[src/rtl/uart_tx_feeder.sv]
// FIFO-buffered feeder for the uart transmitter: issues one wr_en pulse per byte, paced on tx_busy.
// Define TX_AUTOCOUNT_EN to add a built-in incrementing-byte source for board bring-up.
module uart_tx_feeder #(
  parameter int DEPTH        = 16,
  parameter int BUSY_TIMEOUT = 16,
  parameter int PERIOD       = 50000000
) (
  input  logic                   clk_50m,
  input  logic                   clear,
  input  logic [7:0]             wr_data,
  input  logic                   wr_valid,
  output logic                   wr_ready,
  output logic [7:0]             tx_data,
  output logic                   tx_wr_en,
  input  logic                   tx_busy,
  output logic [$clog2(DEPTH):0] fifo_count,
  output logic                   overflow
);

  localparam int AW = $clog2(DEPTH);
  localparam int TW = $clog2(BUSY_TIMEOUT) + 1;
  localparam logic [AW:0]   FULL   = (AW + 1)'(DEPTH);
  localparam logic [TW-1:0] T_LAST = TW'(BUSY_TIMEOUT - 1);

  typedef enum logic [1:0] {IDLE, ISSUE, WAIT_BUSY, WAIT_DONE} state_t;

  state_t        state, state_next;
  logic [TW-1:0] timer;
  logic [7:0]    mem [DEPTH];
  logic [AW-1:0] rd_ptr, wr_ptr;
  logic          push_req, push_ok, pop;
  logic [7:0]    push_data;

`ifdef TX_AUTOCOUNT_EN
  localparam int PW = (PERIOD > 1) ? $clog2(PERIOD) : 1;
  localparam logic [PW-1:0] P_LAST = PW'(PERIOD - 1);

  logic [PW-1:0] interval;
  logic [7:0]    auto_byte;
  logic          auto_pending, auto_req, auto_try;

  // An auto request yields to wr_valid and is retried on the next free cycle.
  assign auto_req = (interval == P_LAST) || auto_pending;
  assign auto_try = auto_req && !wr_valid;

  always_ff @(posedge clk_50m or posedge clear) begin
    if (clear) begin
      interval     <= '0;
      auto_byte    <= 8'h00;
      auto_pending <= 1'b0;
    end else begin
      interval     <= (interval == P_LAST) ? '0 : interval + 1'b1;
      auto_pending <= auto_req && wr_valid;
      if (auto_try)
        auto_byte <= auto_byte + 8'd1;
    end
  end

  assign push_req  = wr_valid || auto_try;
  assign push_data = wr_valid ? wr_data : auto_byte;
`else
  assign push_req  = wr_valid;
  assign push_data = wr_data;
`endif

  assign wr_ready = (fifo_count != FULL);
  assign push_ok  = push_req && wr_ready;
  assign pop      = (state == IDLE) && (fifo_count != '0) && !tx_busy;

  always_ff @(posedge clk_50m or posedge clear) begin
    if (clear) begin
      rd_ptr     <= '0;
      wr_ptr     <= '0;
      fifo_count <= '0;
      overflow   <= 1'b0;
    end else begin
      if (push_ok)
        wr_ptr <= wr_ptr + 1'b1;
      if (pop)
        rd_ptr <= rd_ptr + 1'b1;
      if (push_ok && !pop)
        fifo_count <= fifo_count + 1'b1;
      else if (pop && !push_ok)
        fifo_count <= fifo_count - 1'b1;
      if (push_req && !wr_ready)
        overflow <= 1'b1;
    end
  end

  // Storage needs no reset: stale entries are unreachable once the pointers clear.
  always_ff @(posedge clk_50m) begin
    if (push_ok)
      mem[wr_ptr] <= push_data;
  end

  always_ff @(posedge clk_50m or posedge clear) begin
    if (clear)
      state <= IDLE;
    else
      state <= state_next;
  end

  always_comb begin
    state_next = state;
    case (state)
      IDLE:      if (pop) state_next = ISSUE;
      ISSUE:     state_next = WAIT_BUSY;
      WAIT_BUSY: begin
        if (tx_busy)
          state_next = WAIT_DONE;
        else if (timer == T_LAST)
          state_next = IDLE;
      end
      WAIT_DONE: if (!tx_busy) state_next = IDLE;
      default:   state_next = IDLE;
    endcase
  end

  always_comb begin
    tx_wr_en = (state == ISSUE);
  end

  // A timed-out wait still counts the byte as sent; nothing is re-issued.
  always_ff @(posedge clk_50m or posedge clear) begin
    if (clear) begin
      timer   <= '0;
      tx_data <= 8'h00;
    end else begin
      timer <= (state == WAIT_BUSY && state_next == WAIT_BUSY) ? timer + 1'b1 : '0;
      if (pop)
        tx_data <= mem[rd_ptr];
    end
  end

endmodule
[config.mk]
export PLATFORM = sky130hd
export DESIGN_NAME = uart_tx_feeder
export DESIGN_NICKNAME = d
export VERILOG_FILES = /design/src/rtl/uart_tx_feeder.sv
export SDC_FILE = /design/constraint.sdc
export NUM_CORES = 1
export LEC_CHECK = 0
export CAP_MARGIN = 10
export CORE_AREA = 4 4 124 126
export CTS_BUF_LIST = sky130_fd_sc_hd__clkbuf_2 sky130_fd_sc_hd__clkbuf_4 sky130_fd_sc_hd__clkbuf_8
export DETAILED_ROUTE_END_ITERATION = 10
export DIE_AREA = 0 0 128 130
export GPL_TIMING_DRIVEN = 0
export HOLD_SLACK_MARGIN = 0.05
export PLACE_DENSITY = 0.59
export SLEW_MARGIN = 20
export SYNTH_ARGS = -nofsm -noshare
export SYNTH_HDL_FRONTEND = slang
export SYNTH_SLANG_ARGS = --single-unit
[constraint.sdc]
create_clock -name clk_50m -period 7.7 [get_ports clk_50m]
set_input_delay 1.155 -clock clk_50m [delete_from_list [all_inputs] [get_ports clk_50m]]
set_output_delay 1.155 -clock clk_50m [all_outputs]
set_load 0.02 [all_outputs]
; Word level (Yosys, flattened, before mapping)
; Memory sizes are Yosys's and may differ from the RTL's. A register that Yosys moved wholly into a read port is not among the register bits.
; Index checks and enable logic that the tools add are counted.
[word_totals]
register_bits = 21
ramBits = 128
in_bits = 12
output_inout_bits = 16
mem_count = 1
[memory_table]
columns = memory, depth, width, rd, rd_ports_with_merged_regs, write_ports, line_no
row1 = mem, 16, 8, 1, 1, 1, 29  ; logic [7:0] mem [DEPTH];
[op_classes]
n_addsub = 5
n_eq_ne = 6
muxes = 10
n_reduce_logical = 14
[ops]
columns = cell, count
row1 = $mux 5, 3
row2 = $add 5x1->5 const B, 2
row3 = $add 4x1->4 const B, 2
row4 = $mux 2, 4
row5 = $pmux 2 s4, 1
row6 = $logic_and 1x1->1, 7
row7 = $eq 2x2->1 const B, 3
row8 = $eq 5x4->1 const B, 1
row9 = $ne 5x5->1 const B, 1
row10 = $reduce_bool 5->1, 1
row11 = $sub 5x1->5 const B, 1
row12 = $logic_not 1->1, 4
row13 = $eq 2x1->1 const B, 1
row14 = $logic_not 2->1, 1
row15 = $mux 1, 2
row16 = $reduce_bool 2->1, 1

; Logic depth before layout (Yosys ltp)
[logic_depth]
ltp_word = 8
ltp_mapped = 11
depth_no_buf = 10

; Worst setup path after synthesis
; OpenSTA, ideal clock, no wires.
[synth_timing]
path_type = input -> register
from = in tx_busy
to = reg fifo_count[4]
setup_ns = 0.133
arrival_time_ns = 3.180
slack_ns = 4.388
path_stages = 11
path_buffers = 1
path_cell_list = nor3_1 o21a_1 buf_2 inv_1 ha_1 inv_1 ha_1 a21o_1 a21oi_1 mux2i_1 xnor2_1
[synth_between]
elab_chain_len = 5
word_cells_on_any_way = 7
cone_classes = mux: 1 / reduce/logical: 6
[synth_lines]
columns = element, line_no
row1 = from (decl), 15  ; input logic tx_busy,
row2 = $logic_not 1->1 (*), -
row3 = $logic_and 1x1->1 (*), 68  ; assign pop = (state == IDLE) && (fifo_count != '0) && !tx_busy;
row4 = $logic_not 1->1, 81  ; if (push_ok && !pop)
row5 = $logic_and 1x1->1, 81
row6 = $mux 5 or $reduce_bool 2->1 (tied branches), -
row7 = to (signal assigned), 82  ; fifo_count <= fifo_count + 1'b1;
row8 = to (signal assigned), 84  ; fifo_count <= fifo_count - 1'b1;
row9 = to (decl), 16  ; output logic [$clog2(DEPTH):0] fifo_count,
; Mark *: on every way between the ends. The rest lies on a longest branch, timed or not.
; A chain may end at the register's enable or synchronous reset.

; Final worst setup path
; Same ends and word-level chain as after synthesis.

==> qor.txt <==
Mapped Cells: 334
share of Yosys cell area claimed by the top area cell type: 0.609
Worst-path clk slew: 0.08 ns
Longest Clk Path Bufs: 2
IO Port Bufs: 27
Slowest-stage cell, CP: clkdlybuf4s50_1
initial core utilization: 0.441
post-route ant nets: 0
initial antenna violation count: 0
via count: 3138
final WL: 11.9 mm
H-tree levels: 4
crit path DAT: 4.05 ns
metal2 WL: 5.82 mm
Total Power: 2480 uW
worst min path class: reg2reg
Peak VDD IR: 212 uV
WL met1: 5.22 mm
register area share after synthesis: 0.724
unrepaired setup endpoints after global routing: false
Pwr Density: 347 mW/mm^2
Syn Std Cell Area: 0.00631 mm^2
final number of hold-violating endpoints: 0
static leakage: 0.00241 uW
chip width: 128 um
fmax: 271 MHz
CTS resizes: 0
Max Clock Skew: 0.00683 ns
clk sinks: 157
CP required: 8.07 ns
# rows: 44
TritonCTS clock tree: yes
diodes inserted: 0
Worst Setup Start Kind: input pin
largest net degree at the start of global routing: 30
First DRT Iteration DRCs: 203
nets: 406
met3 routed WL: 698 um
area leader, netlist: edfxtp_1
share of layout cells above drive strength 1: 0.181
Core ar.: 0.0143 mm^2
Max stage delay on crit path: 0.46 ns
Slew Limit Fails: 0
Post-CTS Setup Repair Bufs: 0
Crit. End Element: flip-flop
Async SR Flop Fraction: 0.185
Slew headroom: 0.376
vias in the first global route: 3228
setup tns final: 0 ns
first-pass GRT wire length: 18.6 mm
die footprint: 0.0166 mm^2
top post-synthesis cells by area: edfxtp_1 61%, dfrtp_1 11%, mux4_2 6.8%, mux4_1 5.4%, ha_1 2.2%
Max-Cap Viols: 0
IO Pins: 28
TritonCTS Buffers: 17
CTS Hold Buffers Added: 0
HPWL after detailed placement: 7.76 mm
Post-route DRC: 0
fin crit share: 0.478
Area Overhead vs Synth: 13.2%
crit-path cells: clkdlybuf4s50_1, nor3_1, o21a_1, buf_2, inv_1, ha_1, inv_1, ha_1, a21o_1, a21oi_1, mux2i_1, xnor2_1
EDFF count, synth: 128
GPL Wtd Cong: 0.743
vias per cell: 5.45
clk_lat worst skew: 0.44 ns
syn avg cell area: 18.9 um^2
register bit total from synthesis: 157
Syn Nets: 358
Slew @ Worst Pin: 0.932 ns
drt wl/cell: 20.6 um
library cells used by synthesis: 36
Die Span Y: 130 um
Final Critical Period: 3.68 ns
outcome: completed
WS Path Type: in2reg
CP max FO: 10
drt pass-1 iters: 4
remaining global-route overflow: 0
top_reg_cell synth: edfxtp_1
top layer in use: met4
Warnings, synthesis: 0
all-layer global routing usage: 0.156
root buffer cell: clkbuf_8
# setup viols final: 0
## where the power goes
part	total [uW]	switching, uW	internal [uW]	leakage [uW]
Combinational	864	452	412	0.000763
Clock	489	277	212	0.000148
Sequential	1130	71.6	1060	0.00150
Total	2480	801	1680	0.00241
## state kept, by name, summed over array words and instances (netlist names)
register    cells
rd_ptr          4
fifo_count      5
tx_data         8
wr_ptr          4
overflow        1
state           2
timer           5
mem           128
## layout make-up
cell class,count,area [um^2]
Buffer,17,96.3
Clock buffer,18,241
Clock inverter,11,56.3
Fill cell,1182,7170
Inverter,7,26.3
Multi-Input combinational cell,153,1640
Sequential cell,157,4570
Tap cell,184,230
Timing Repair Buffer,29,285
## stage by stage
step | util | cell area (um^2) | hold WS (ns) | cells | setup slack, ns
finish | 0.499 | 7150 | 0.467 | 576 | 4.02
global route | 0.499 | 7150 | 0.492 | 576 | 3.86
CTS | 0.499 | 7150 | 0.469 | 576 | 4.03
detailed placement | 0.478 | 6850 | 0.459 | 547 | 3.56
global placement | 0.476 | 6810 | 0.448 | 545 | 3.58
floorplan | - | 6310 | 0.433 | 334 | 4.39
## Yosys cell counts (3+ instances only)
cell type / number
nand2b_1: 4
nand2_1: 12
o22ai_1: 16
mux4_1: 13
nor3_1: 5
xor2_1: 3
dfrtp_1: 29
nor2_1: 20
a21oi_1: 10
inv_1: 7
mux4_2: 19
ha_1: 11
edfxtp_1: 128
clkbuf_1: 8
buf_6: 3
mux2_2: 10
o21ai_0: 4
xnor2_1: 9
## cell usage in the layout, fill, tap and decap left out, types with 2 or more instances in the layout
cell type and instances:
clkinv_2 2, xor2_1 3, nand2_1 12, o22ai_1 16
clkinvlp_4 2, clkinv_1 6, edfxtp_1 128, o21ai_0 4
buf_1 2, mux4_2 19, ha_1 11, mux2_2 10
nor3_2 4, nor2_1 20, clkdlybuf4s50_1 27, inv_1 6
dfrtp_1 29, a21o_1 2, mux4_1 13, a21oi_1 10
buf_6 3, clkbuf_1 8, buf_4 4, nand4_1 2
xnor2_1 9, buf_2 2, clkbuf_8 17, nand2b_1 4
## final timing paths
path / endpoint / from / cells after the start / slack, ns
setup / recovery: fifo_count[4]$_DFFE_PP0P_ / tx_busy / 12 / 4.02
hold / removal: timer[0]$_DFF_PP0_ / timer[0]$_DFF_PP0_ / 1 / 0.47
setup reg to reg: fifo_count[4]$_DFFE_PP0P_ / fifo_count[0]$_DFFE_PP0P_ / 11 / 4.60
hold reg to reg: timer[0]$_DFF_PP0_ / timer[0]$_DFF_PP0_ / 1 / 0.47
max in group asynchronous: wr_ptr[2]$_DFFE_PP0P_ / clear / 2 / 6.15
min in group asynchronous: timer[4]$_DFF_PP0_ / clear / 2 / 1.13
## kinds of logic (layout without fill, tap and decap cells)
| logic type | Yosys count | in the layout | share of synthesized area |
|---|---|---|---|
| flops | 157 | 157 | 0.724 |
| simple gates | 50 | 50 | 0.0367 |
| mux | 43 | 43 | 0.141 |
| compound gates | 36 | 36 | 0.0371 |
| buf+inv | 24 | 82 | 0.0194 |
| fa+ha+maj | 12 | 12 | 0.0250 |
| xor+xnor | 12 | 12 | 0.0167 |
## layer usage
layer,up-vias,GRT usage
met5,-,0
met2,101,0.253
met1,1601,0.206
li1,1424,-
met4,0,0.0468
met3,12,0.0450
## worst max-delay path, delay by kind of cell
| kind | cells | cell delay (ns) |
|---|---|---|
| xor+xnor | 1 | 0.14 |
| compound gates | 3 | 0.61 |
| fa+ha+maj | 2 | 0.49 |
| mux | 1 | 0.25 |
| buf+inv | 4 | 0.98 |
| simple gates | 1 | 0.42 |
No activity file was read; power rests on OpenSTA's default activity.
